## config.mk

```make
export PLATFORM = sky130hd
export DESIGN_NAME = if_stage
export DESIGN_NICKNAME = d
export VERILOG_FILES = /design/src/rtl/if_stage.sv
export SDC_FILE = /design/constraint.sdc
export NUM_CORES = 1
export LEC_CHECK = 0
export CAP_MARGIN = 30
export CORE_MARGIN = 4
export CORE_UTILIZATION = 47
export CTS_BUF_LIST = sky130_fd_sc_hd__clkbuf_8 sky130_fd_sc_hd__clkbuf_16
export CTS_CLUSTER_DIAMETER = 50
export DETAILED_ROUTE_END_ITERATION = 6
export PLACE_DENSITY = 0.92
export SETUP_SLACK_MARGIN = 0.4
export SYNTH_ARGS = -nofsm -noshare
export SYNTH_HDL_FRONTEND = slang
export SYNTH_SLANG_ARGS = --single-unit
```

## constraint.sdc

```tcl
create_clock -name clk -period 5 [get_ports clk]
set_input_delay 0.75 -clock clk [delete_from_list [all_inputs] [get_ports clk]]
set_output_delay 0.75 -clock clk [all_outputs]
set_load 0.005 [all_outputs]
```

## src/rtl/if_stage.sv

```systemverilog
// if_stage: instruction fetch with PC select, IF/ID register and optional PC_BOUND_CHECK_EN halt
module if_stage #(
    parameter int WIDTH_I = 32,
    parameter int DEPTH_I = 256,
    parameter logic [WIDTH_I-1:0] RESET_PC = 32'h0000_0000
) (
    input  logic               clk,
    input  logic               rst,
    input  logic               stall,
    input  logic               flush,
    input  logic               branch_taken,
    input  logic [WIDTH_I-1:0] branch_target,
    input  logic               jump,
    input  logic [25:0]        jump_index,
    input  logic [WIDTH_I-1:0] i_in,
    output logic               cs_rom,
    output logic [WIDTH_I-1:0] pc_addr,
    output logic [WIDTH_I-1:0] if_id_instr,
    output logic [WIDTH_I-1:0] if_id_pc4,
    output logic               if_id_valid,
    output logic               halted
);
`ifdef PC_BOUND_CHECK_EN
    typedef enum logic [1:0] {BOOT, RUN, HALT} state_t;
    localparam logic [WIDTH_I-1:0] MAX_PC = WIDTH_I'(DEPTH_I - 4);
`else
    typedef enum logic [1:0] {BOOT, RUN} state_t;
`endif
    state_t state, state_n;
    logic [WIDTH_I-1:0] pc4, jmp, pc_n;
    logic redirect;
    assign pc4 = pc_addr + WIDTH_I'(4);
    assign jmp = {pc4[WIDTH_I-1:28], jump_index, 2'b00};
    assign redirect = branch_taken | jump;
    assign pc_n = branch_taken ? branch_target : jump ? jmp : stall ? pc_addr : pc4;
`ifdef PC_BOUND_CHECK_EN
    assign halted = state == HALT;
`else
    assign halted = 1'b0;
`endif
    // next state and chip select; an illegal next PC parks the fetch in HALT
    always_comb begin
        state_n = state;
        cs_rom = state == RUN;
`ifdef PC_BOUND_CHECK_EN
        state_n = state == BOOT ? RUN :
                  (state == RUN && (pc_n > MAX_PC || pc_n[1:0] != 2'b00)) ? HALT : state;
`else
        state_n = RUN;
`endif
    end
    // state, PC and IF/ID register; redirects and non-RUN cycles insert bubbles
    always_ff @(posedge clk) begin
        if (rst) begin
            state <= BOOT;
            pc_addr <= RESET_PC;
            if_id_instr <= '0;
            if_id_pc4 <= '0;
            if_id_valid <= 1'b0;
        end else begin
            state <= state_n;
            if (state == RUN && state_n == RUN) pc_addr <= pc_n;
            if (state != RUN || redirect || flush) begin
                if_id_instr <= '0;
                if_id_pc4 <= '0;
                if_id_valid <= 1'b0;
            end else if (!stall) begin
                if_id_instr <= i_in;
                if_id_pc4 <= pc4;
                if_id_valid <= 1'b1;
            end
        end
    end
endmodule
```

### After elaboration in Yosys (flattened, before gate mapping)

Cells that the tools add are included.

* output and inout bits: 99
* register bits after elaboration: 99
* logic and storage cells: 18
* input bits: 96

* equality and inequality tests: 3
* bitwise logic cells: 1
* reduce and logical (&&, ||, !) cells: 4
* muxes and demuxes: 4
* add/subtract/negate cells: 1

Operators with widths (number)
* $mux W32: 3
* $add A32 B3 Y32 const B: 1
* $ne A3 B1 Y1 const B: 1
* $eq A2 B1 Y1 const B: 1
* $logic_or A1 B1 Y1: 2
* $ne A2 B1 Y1 const B: 1
* $reduce_and A2 Y1: 1
* $reduce_or A2 Y1: 1
* $mux W1: 1
* $or A1 B1 Y1: 1

### Longest topological paths before layout

* word-level depth: 4
* mapped depth: 7

### Worst setup path after synthesis

Ideal clock, no wire load.

* path kind: input to register
* from: input branch_taken
* to: register pc_addr[11]
* path buffers: 2
* setup slack: 2.925 ns
* setup time: 0.092 ns
* data arrival time: 1.983 ns
* stages on the path: 6
* path through: or2_2 > clkbuf_1 > o21ai_2 > clkbuf_1 > a21oi_1 > o32ai_1

* cells in the longest elaborated chain, start to end: 2

Ends and longest elaborated chain
* start, declared: RTL line 11 `input logic branch_taken,`
* $ne A3 B1 Y1 (no line)
* $reduce_and A2 Y1 (no line)
* end signal, assigned: RTL line 62 `if (state == RUN && state_n == RUN) pc_addr <= pc_n;`
* end, declared: RTL line 17 `output logic [WIDTH_I-1:0] pc_addr,`

Several ways; a longest one is shown, not always the timed one.
A chain may end at the register's enable or synchronous reset.

### Worst setup path after layout

* from: input jump
* to: register pc_addr[25]

* cells in the longest elaborated chain, start to end: 2

Ends and longest elaborated chain
* start, declared: RTL line 13 `input logic jump,`
* $ne A3 B1 Y1 (no line) or $mux W32 (tied branches)
* $reduce_and A2 Y1 (no line) or $mux W32 (tied branches)

Several ways; a longest one is shown, not always the timed one.

==> results.md <==
- DRC: 0
- # H-tree levels: 3
- Rel. slew slack: 49.6%
- Sequential share of power: 52.5%
- Nets: 828
- Die Y-Extent: 110 um
- Seq/Total Area, Yosys: 40.3%
- Gate power share: 17.3%
- Crit Path Category: input pin to flop
- Clock root buffer: clkbuf_8
- Fmax: 0.343 GHz
- Yosys Warn Count: 0
- Wire per inst: 19.3 um
- Total track usage: 27.9%
- Outcome: completed
- # IOs: 195
- Hold Path Stages: 2
- Number of synthesized flops with an enable pin: 0
- Final Hold Viols: 0
- Clock insertion delay at the later pin of the skew report: 380 ps
- Tmin final: 2920 ps
- Synthesized flop and latch total: 98
- Setup crit end kind: flop
- First-pass GRT wire length: 26.3 mm
- 1st-iter DRT viols: 414
- Int Pwr: 1.14 mW
- Placeable Area: 9910 um^2
- Num rows: 36
- Syn Inst Count: 563
- Lkg Pwr: 2.48 nW
- TritonCTS buffer count: 9
- Distinct cells, synth: 66
- Die X: 110 um
- Max-slew violations: 0
- Clk slew on worst S/H paths: 100 ps
- Cts hold-fix bufs: 0
- Synthesized Nets: 660
- Wirelength, routed: 16.8 mm
- Area of the die: 12000 um^2
- Hold Path Class: flop to flop
- Aggregate global routing overflow: 0
- Port bufs: 193
- Final setup viols: 0
- GP Congestion: 0.898
- CTS Sinks: 98
- Critical Path Fanout Max: 24
- Worst-Margin Slew: 756 ps
- Clock power frac: 30.2%
- Filler instances: 793
- PostCTS Resize Cnt: 0
- Placed Cells: 853
- Dpl cell area: 6810 um^2
- Post-CTS Setup Inserts: 0
- Peak supply drop: 0.175 mV
- DR pass1 iterations: 5
- Antenna Cells: 0
- Initial Utilization: 49.1%
- WP data arrival: 3160 ps
- Mapped cell area: 4860 um^2
- FF-to-FF path depth: 6
- Post-Layout Inst Area: 6980 um^2
- Number of global-route vias before repair: 5058
- Non-Filler Instances: 869
- Initial antenna violation count: 0
- Synth async-reset ratio: 0%
- RSZ-0062 raised after global routing: no
- Multi-input gate area: 2630 um^2
- CTS Buffer Depth: 2
- Mean Syn Cell Area: 8.64 um^2
- CTS tree: yes
- Max Cap Viol: 0
- Commonest non-fill, non-tap cell in the layout: clkdlybuf4s50_1
- Setup tns final: 0 ps
- Layout Area Growth over Synthesis: 43.6%
- Fin crit share: 58.3%
- Sw frac: 28.7%
- CP Launch Type: input pin
- Register area: 1960 um^2
- Dpl hpwl: 12.4 mm
- Post-synth top flop: dfxtp_1
- Pwr dens: 230 nW/um^2
- Worst Clk Skew: 15.1 ps
- WP data required: 5250 ps
- Routed Antenna Nets: 0
- Post-DR vias/cell: 5.82
- Most frequent cells in the layout: clkdlybuf4s50_1 (192), dfxtp_1 (98), nor2_1 (63)
- Largest net degree at the start of global routing: 50
- Via count: 5056
- Share of post-route cells with drive strength above 1: 6.66%
- Sw Pwr: 460 uW
==> cells in the mapped netlist (all sizes together) (8+ instances only) <==
cell    count  area (um^2)
nor4       10          126
nand2      37          139
inv         8         30.0
o21ai      45          229
nor2       63          236
mux2i      38          380
nand4      13          115
nand3      16         80.1
nor3        9         50.1
dfxtp      98         1960
clkbuf     28          105
a21oi      52          260
a22oi       9         67.6
xnor2      21          184
buf        18          115
==> registers in the layout, summed over array words and instances, names as in the netlist <==
name / flops
if_id_valid: 1
if_id_instr: 32
pc_addr: 32
if_id_pc4: 32
state: 1
==> logic make-up (layout without fill, tap and decap cells) <==
logic type	after synthesis	in the layout	share of synthesized area [%]
XOR/XNOR	28	28	5.04
adder cells (fa/ha/maj)	1	1	0.257
AND/OR/NAND/NOR	175	175	19.4
flip-flops	98	98	40.3
other	1	1	0.0771
AO/OA/AOI/OAI	165	165	21.5
multiplexers	38	38	7.82
buffers and inverters	57	230	5.56
==> layer usage <==
metal,routed length (um),GRT usage [%]
met1,6440,33.4
met2,7820,45.6
met3,2090,10.7
met4,435,9.97
met5,0,0
==> worst max-delay path: stages <==
cell and delay, ps:
clkdlybuf4s50_1 410, buf_4 220, or2_2 500, o21ai_2 580, buf_4 320, nor4_1 80, mux2i_1 160, o311ai_0 150
==> through the flow <==
stage / hold slack (ps) / power [mW] / util, % / setup slack [ps]
floorplan: 451 / 0.976 / - / 2930
global placement: 435 / 1.12 / 68.6 / 1830
global route: 493 / 1.67 / 70.5 / 2000
CTS: 474 / 1.60 / 70.5 / 2090
finish: 468 / 1.60 / 70.5 / 2080
detailed placement: 456 / 1.13 / 68.7 / 1690
==> cell type report <==
class / instances / share of cell area [%]
well taps: 133 / 2.38
multi-input cells: 408 / 37.7
clock buffers: 9 / 1.77
inverters: 10 / 0.537
clock inverters: 7 / 0.770
flip-flops and latches: 98 / 28.1
repair buffers: 204 / 28.8
==> power by group through the flow <==
stage	combinational (mW)	clock [mW]	sequential [mW]
4_1_cts	0.276	0.486	0.840
3_3_place_gp	0.266	0	0.856
2_1_floorplan	0.131	0	0.845
5_1_grt	0.298	0.526	0.845
6_report	0.278	0.484	0.841
3_5_place_dp	0.274	0	0.858
==> worst paths after layout <==
| path | slack [ps] | startpoint | endpoint |
|---|---|---|---|
| setup reg to reg | 2530 | pc_addr[2]$_SDFFE_PP0P_ | pc_addr[24]$_SDFFE_PP0P_ |
| setup / recovery | 2080 | jump | pc_addr[25]$_SDFFE_PP0P_ |
| hold / removal | 470 | if_id_pc4[5]$_SDFFE_PP0N_ | if_id_pc4[5]$_SDFFE_PP0N_ |
| hold reg to reg | 470 | if_id_pc4[5]$_SDFFE_PP0N_ | if_id_pc4[5]$_SDFFE_PP0N_ |
No activity file was read; power rests on OpenSTA's default activity.
